$ cat src/rtl/button_debouncer.sv
// -----------------------------------------------------------------------------
// button_debouncer
//
// Debounces and edge-detects one raw push-button input. Debounce and long-press
// windows are counted in ticks of the clock-divider strobe, not in raw clocks.
//
// Optional feature macro: BUTTON_DEBOUNCER_LONG_PRESS_EN
//   defined   -> long_press pulses once after LONG_TICKS ticks of held press
//   undefined -> long_press is tied to 0 and the long-press counter is absent
//
// Parameters
//   STABLE_TICKS   ticks a new synchronized value must hold (1..1023)
//   LONG_TICKS     ticks of continuous press before long_press (1..65535)
//   BTN_ACTIVE_LOW 1: raw 0 means pressed, 0: raw 1 means pressed
//
// Ports
//   CLK        in  system clock, rising edge
//   RST        in  asynchronous active-high reset
//   tick       in  one-cycle time-base strobe (may be high on back-to-back cycles)
//   btn_raw    in  asynchronous pad input
//   level      out debounced state, 1 = pressed
//   press      out one-cycle strobe on accepted 0->1 change of level
//   release_o  out one-cycle strobe on accepted 1->0 change of level
//              ("release" is a reserved word in SystemVerilog)
//   long_press out one-cycle strobe after LONG_TICKS ticks of held press
// -----------------------------------------------------------------------------
`timescale 1ns/1ps

module button_debouncer #(
    parameter int STABLE_TICKS   = 20,
    parameter int LONG_TICKS     = 1000,
    parameter bit BTN_ACTIVE_LOW = 1'b1
) (
    input  logic CLK,
    input  logic RST,
    input  logic tick,
    input  logic btn_raw,
    output logic level,
    output logic press,
    output logic release_o,
    output logic long_press
);

    localparam int              CNT_W    = $clog2(STABLE_TICKS + 1);
    localparam logic [CNT_W-1:0] CNT_LAST = CNT_W'(STABLE_TICKS - 1);
    // Raw pad level that corresponds to "released"
    localparam logic            RAW_IDLE = BTN_ACTIVE_LOW;

    typedef enum logic [1:0] {
        S_IDLE         = 2'd0,
        S_PRESS_WAIT   = 2'd1,
        S_PRESSED      = 2'd2,
        S_RELEASE_WAIT = 2'd3
    } state_t;

    logic             sync1_q;
    logic             sync2_q;
    logic             btn_s;
    state_t           state_q;
    logic [CNT_W-1:0] cnt_q;
    logic             level_q;
    logic             press_q;
    logic             release_q;
    logic             accept_press;
    logic             accept_release;

    // Two-flop synchronizer; reset loads the released level so btn_s starts at 0
    always_ff @(posedge CLK or posedge RST) begin
        if (RST) begin
            sync1_q <= RAW_IDLE;
            sync2_q <= RAW_IDLE;
        end else begin
            sync1_q <= btn_raw;
            sync2_q <= sync1_q;
        end
    end

    assign btn_s = BTN_ACTIVE_LOW ? ~sync2_q : sync2_q;

    // Final qualifying tick of each window. A bounce in the same cycle wins,
    // which falls out of requiring btn_s to still hold the candidate value.
    always_comb begin
        accept_press   = 1'b0;
        accept_release = 1'b0;
        if (state_q == S_PRESS_WAIT && btn_s && tick && cnt_q == CNT_LAST) begin
            accept_press = 1'b1;
        end
        if (state_q == S_RELEASE_WAIT && !btn_s && tick && cnt_q == CNT_LAST) begin
            accept_release = 1'b1;
        end
    end

    always_ff @(posedge CLK or posedge RST) begin
        if (RST) begin
            state_q   <= S_IDLE;
            cnt_q     <= '0;
            level_q   <= 1'b0;
            press_q   <= 1'b0;
            release_q <= 1'b0;
        end else begin
            press_q   <= 1'b0;
            release_q <= 1'b0;
            case (state_q)
                S_IDLE: begin
                    if (btn_s) begin
                        state_q <= S_PRESS_WAIT;
                        cnt_q   <= '0;
                    end
                end
                S_PRESS_WAIT: begin
                    if (!btn_s) begin
                        state_q <= S_IDLE;
                        cnt_q   <= '0;
                    end else if (accept_press) begin
                        state_q <= S_PRESSED;
                        cnt_q   <= '0;
                        level_q <= 1'b1;
                        press_q <= 1'b1;
                    end else if (tick) begin
                        cnt_q <= cnt_q + 1'b1;
                    end
                end
                S_PRESSED: begin
                    if (!btn_s) begin
                        state_q <= S_RELEASE_WAIT;
                        cnt_q   <= '0;
                    end
                end
                S_RELEASE_WAIT: begin
                    if (btn_s) begin
                        state_q <= S_PRESSED;
                        cnt_q   <= '0;
                    end else if (accept_release) begin
                        state_q   <= S_IDLE;
                        cnt_q     <= '0;
                        level_q   <= 1'b0;
                        release_q <= 1'b1;
                    end else if (tick) begin
                        cnt_q <= cnt_q + 1'b1;
                    end
                end
                default: begin
                    state_q <= S_IDLE;
                    cnt_q   <= '0;
                    level_q <= 1'b0;
                end
            endcase
        end
    end

    assign level     = level_q;
    assign press     = press_q;
    assign release_o = release_q;

`ifdef BUTTON_DEBOUNCER_LONG_PRESS_EN
    localparam int              LCNT_W    = $clog2(LONG_TICKS + 1);
    localparam logic [LCNT_W-1:0] LCNT_MAX  = LCNT_W'(LONG_TICKS);
    localparam logic [LCNT_W-1:0] LCNT_LAST = LCNT_W'(LONG_TICKS - 1);

    logic [LCNT_W-1:0] lcnt_q;
    logic              long_q;

    // level_q is 1 exactly in PRESSED and RELEASE_WAIT, so it gates counting.
    // A bounce back from RELEASE_WAIT keeps the count; leaving for IDLE clears it.
    always_ff @(posedge CLK or posedge RST) begin
        if (RST) begin
            lcnt_q <= '0;
            long_q <= 1'b0;
        end else begin
            long_q <= 1'b0;
            if (accept_press || accept_release || !level_q) begin
                lcnt_q <= '0;
            end else if (tick && lcnt_q != LCNT_MAX) begin
                lcnt_q <= lcnt_q + 1'b1;
                if (lcnt_q == LCNT_LAST) begin
                    long_q <= 1'b1;
                end
            end
        end
    end

    assign long_press = long_q;
`else
    assign long_press = 1'b0;
`endif

endmodule

$ cat config.mk
export PLATFORM = sky130hd
export DESIGN_NAME = button_debouncer
export DESIGN_NICKNAME = d
export VERILOG_FILES = /design/src/rtl/button_debouncer.sv
export SDC_FILE = /design/constraint.sdc
export NUM_CORES = 1
export LEC_CHECK = 0
export ABC_AREA = 0
export BUFFER_PORTS_ARGS = -buffer_cell sky130_fd_sc_hd__buf_4
export CORE_MARGIN = 2
export CORE_UTILIZATION = 30
export CTS_CLUSTER_DIAMETER = 60
export DETAILED_ROUTE_END_ITERATION = 8
export PLACE_DENSITY_LB_ADDON = 0.08
export SLEW_MARGIN = 30
export SYNTH_ARGS = -nofsm -noshare
export SYNTH_HDL_FRONTEND = slang
export SYNTH_SLANG_ARGS = --single-unit
$ cat constraint.sdc
create_clock -name CLK -period 1.7 [get_ports CLK]
set_input_delay 0.085 -clock CLK [delete_from_list [all_inputs] [get_ports CLK]]
set_output_delay 0.085 -clock CLK [all_outputs]
set_load 0.01 [all_outputs]
==> flow_summary.yaml <==
floorplanning:
  io_pins: 8
  floorplan.die_area_um2: 2458
  die_h_um: 49.58
  num_rows: 16
  die_width_um: 49.58
  start_util: 0.3176
  core_area_um2: 1962
route:
  first_iter_violations: 8
  wire_per_inst_um: 11.79
  first_pass_iteration_count_of_the_detailed_router: 4
  drt_drc_violations_left: 0
  drt-vias-per-instance: 4.758
  vias: 471
  detail_route.wirelength_um: 1167
  drtAntennaViolNets: 0
worst_setup_path:
  critical_path.reg2reg.startpoint: "cnt_q[0]$_DFFE_PP0P_"
  cp.required_ps: 1860
  crit_path_start_kind: "flip-flop"
  cp-startpoint: "cnt_q[0]$_DFFE_PP0P_"
  slowest_stage: "sky130_fd_sc_hd__dfrtp_1"
  timing.critical_path.fanout_max: 5
  critPathArrivalTime_ps: 1560
  critical_path.max_stage_delay_ps: 420
  endpoint_kind: "flip-flop"
  crit_path_cell_trace: "ha_1 > and3b_1 > and2_1 > and3_2"
  worst-setup-path-type: "flip-flop to flip-flop"
placed_design:
  dp_worst_setup_slack_ps: 327.4
  numPlacedInstances: 93
  numPortBuffers: 6
  place.detailed.hpwl_um: 840.6
  globalplace.congestion: 0.7466
clocking:
  clock_path_buffers: 2
  htree_num_levels: 1
  worst_skew_pair.late_latency_ps: 270
  clk_root_buffer_cell: "sky130_fd_sc_hd__clkbuf_4"
  cts_buffers: 3
  clock-sinks: 12
  cts.clk_slew.worst_paths_ps: 90
  post_cts.resized_instances: 0
  clock_tree_from_tritoncts: "yes"
sta:
  hold_viol_final: 0
  final.period_utilization: 0.8262
  setup_repair_after_global_routing_missed_its_margin: "no"
  tightest_hold_margin_ps: 167.8
  finalCriticalPeriod_ps: 1405
  achievable-frequency_ghz: 0.7119
  report.final.slew_viol_count: 0
  finalSetupViolCount: 0
  totalNegativeSetupSlack_ps: 0
  timing.clock.skew_ps: 8.913
  worst_slack_ps: 295.4
cells_and_area:
  diodes: 0
  layout.cells.most_common_list: "10 x sky130_fd_sc_hd__dfrtp_1, 7 x sky130_fd_sc_hd__nand2_1, 6 x sky130_fd_sc_hd__buf_4, 5 x sky130_fd_sc_hd__inv_1"
  mostFrequentLayoutCell: "sky130_fd_sc_hd__dfrtp_1"
  area.growth.synth_to_final_pct: 19.68
  finish.cell_count_without_fillers: 99
  fillCellCount: 218
  final_nets: 78
  post_route_cells_drive_above_1_share: 0.2361
global_routing:
  grt_max_degree: 13
  gr-usage-all-layers: 0.1108
  grt_pass1_wl_um: 2042
  overflow: 0
  grt_antenna_before_repair: 0
  number_of_global_route_vias_before_repair: 471
synthesis:
  synth_edf_count: 0
  synthesized_area_um2: 623.1
  fraction_of_the_mapped_netlist_area_in_compound_gates: 0.1566
  ys_types: 33
  dominantRegCellSynth: "sky130_fd_sc_hd__dfrtp_1"
  syn-num-nets: 67
  syn_avg_cell_area_um2: 10.05
  synth.yosys.warnings: 0
  synth_cells: 62
  yosys_register_bits: 12
  synth.mux.area_fraction: 0.01807
  synth-simple-area-share: 0.2088
  synth_adder_area_share: 0.02008
  main_combinational_cell_family_by_area_after_synthesis: "simple AND/OR/NAND/NOR gates"
  ys_async_sr_fraction: 1.000
  ys_seq_area_frac: 0.4859
  post_synth_xor_xnor_area: 0.05422
flow_run:
  maxCapViolCount: 0
power:
  p_leak_nw: 0.3531
  report.power.total_uw: 571.8
  ir_worst_vdd_mv: 0.3256
  power.density_cell_area_nw_per_um2: 766.8
hold_path:
  min_path_type: "input pin to flip-flop"
  holdCritStartpoint: "tick"
outcome:
  status: "completed"
worst max-delay path, delay by kind of cell (launching register included):
kind,cells,cell delay [ps]
fa+ha+maj,1,250
flops,1,420
simple gates,3,620
metal layers:
metal,part of all wire,GRT usage,wire length (um)
met2,0.47,0.1600,551
met3,0.033,0.03636,39
met1,0.49,0.1469,576
met5,0,0,0
met4,0,0.05556,0
where the power goes:
group / internal [mW] / leakage, nW / switching (mW)
clock: 0.130 / 0.0210 / 0.101
sequential: 0.294 / 0.147 / 0.00895
combinational: 0.0169 / 0.185 / 0.0214
cells by family after synthesis:
family / Yosys count
XOR/XNOR: 3
adder cells (fa/ha/maj): 1
AO/OA/AOI/OAI: 14
other: 1
AND/OR/NAND/NOR: 23
buffers and inverters: 7
flip-flops: 12
multiplexers: 1
cell usage after synthesis (2+ instances only):
library cell,number,area [um^2]
sky130_fd_sc_hd__dfstp_2,2,52.55
sky130_fd_sc_hd__o21ai_0,3,15.01
sky130_fd_sc_hd__nand2_1,7,26.28
sky130_fd_sc_hd__o22ai_1,3,18.77
sky130_fd_sc_hd__nor2b_1,2,12.51
sky130_fd_sc_hd__inv_1,5,18.77
sky130_fd_sc_hd__dfrtp_1,10,250.2
sky130_fd_sc_hd__nand4_1,2,12.51
sky130_fd_sc_hd__and3b_1,2,17.52
sky130_fd_sc_hd__nand3_1,3,15.01
repair_timing:
action	4_1_cts	5_1_grt
endpoints found under the hold margin	11	0
hold buffers	2	0
endpoints found under the setup margin	0	0
setup buffers	0	0
flip-flops by register name, indices dropped and copies added (netlist names), named ones only:
name,cells
cnt_q,5
level,1
press,1
release_o,1
state_q,1
sync1_q,1
sync2_q,1
metrics by stage:
stage,util,instance area [um^2]
after floorplan,-,623.1
after global placement,0.3514,689.4
after detailed placement,0.3514,689.4
after CTS,0.3801,745.7
after global routing,0.3801,745.7
final,0.3801,745.7
final timing paths:
check                      depth (start not counted)  slack, ps              endpoint
max                                                4        300   release_o$_DFF_PP0_
min                                                4        170  cnt_q[0]$_DFFE_PP0P_
max reg2reg                                        4        300   release_o$_DFF_PP0_
min reg2reg                                        0        360     sync2_q$_DFF_PP1_
max in group asynchronous                          3        990     sync1_q$_DFF_PP1_
min in group asynchronous                          3        360  cnt_q[2]$_DFFE_PP0P_
cell type report:
| class | count | area [um^2] | share of cell area |
|---|---|---|---|
| multi-input cells | 43 | 289.0 | 0.3876 |
| clock buffers | 4 | 36.28 | 0.04866 |
| well taps | 27 | 33.78 | 0.04530 |
| flip-flops and latches | 12 | 302.8 | 0.4060 |
| repair buffers | 8 | 65.06 | 0.08725 |
| inverters | 5 | 18.77 | 0.02517 |
No activity file was read; power rests on OpenSTA's default activity.
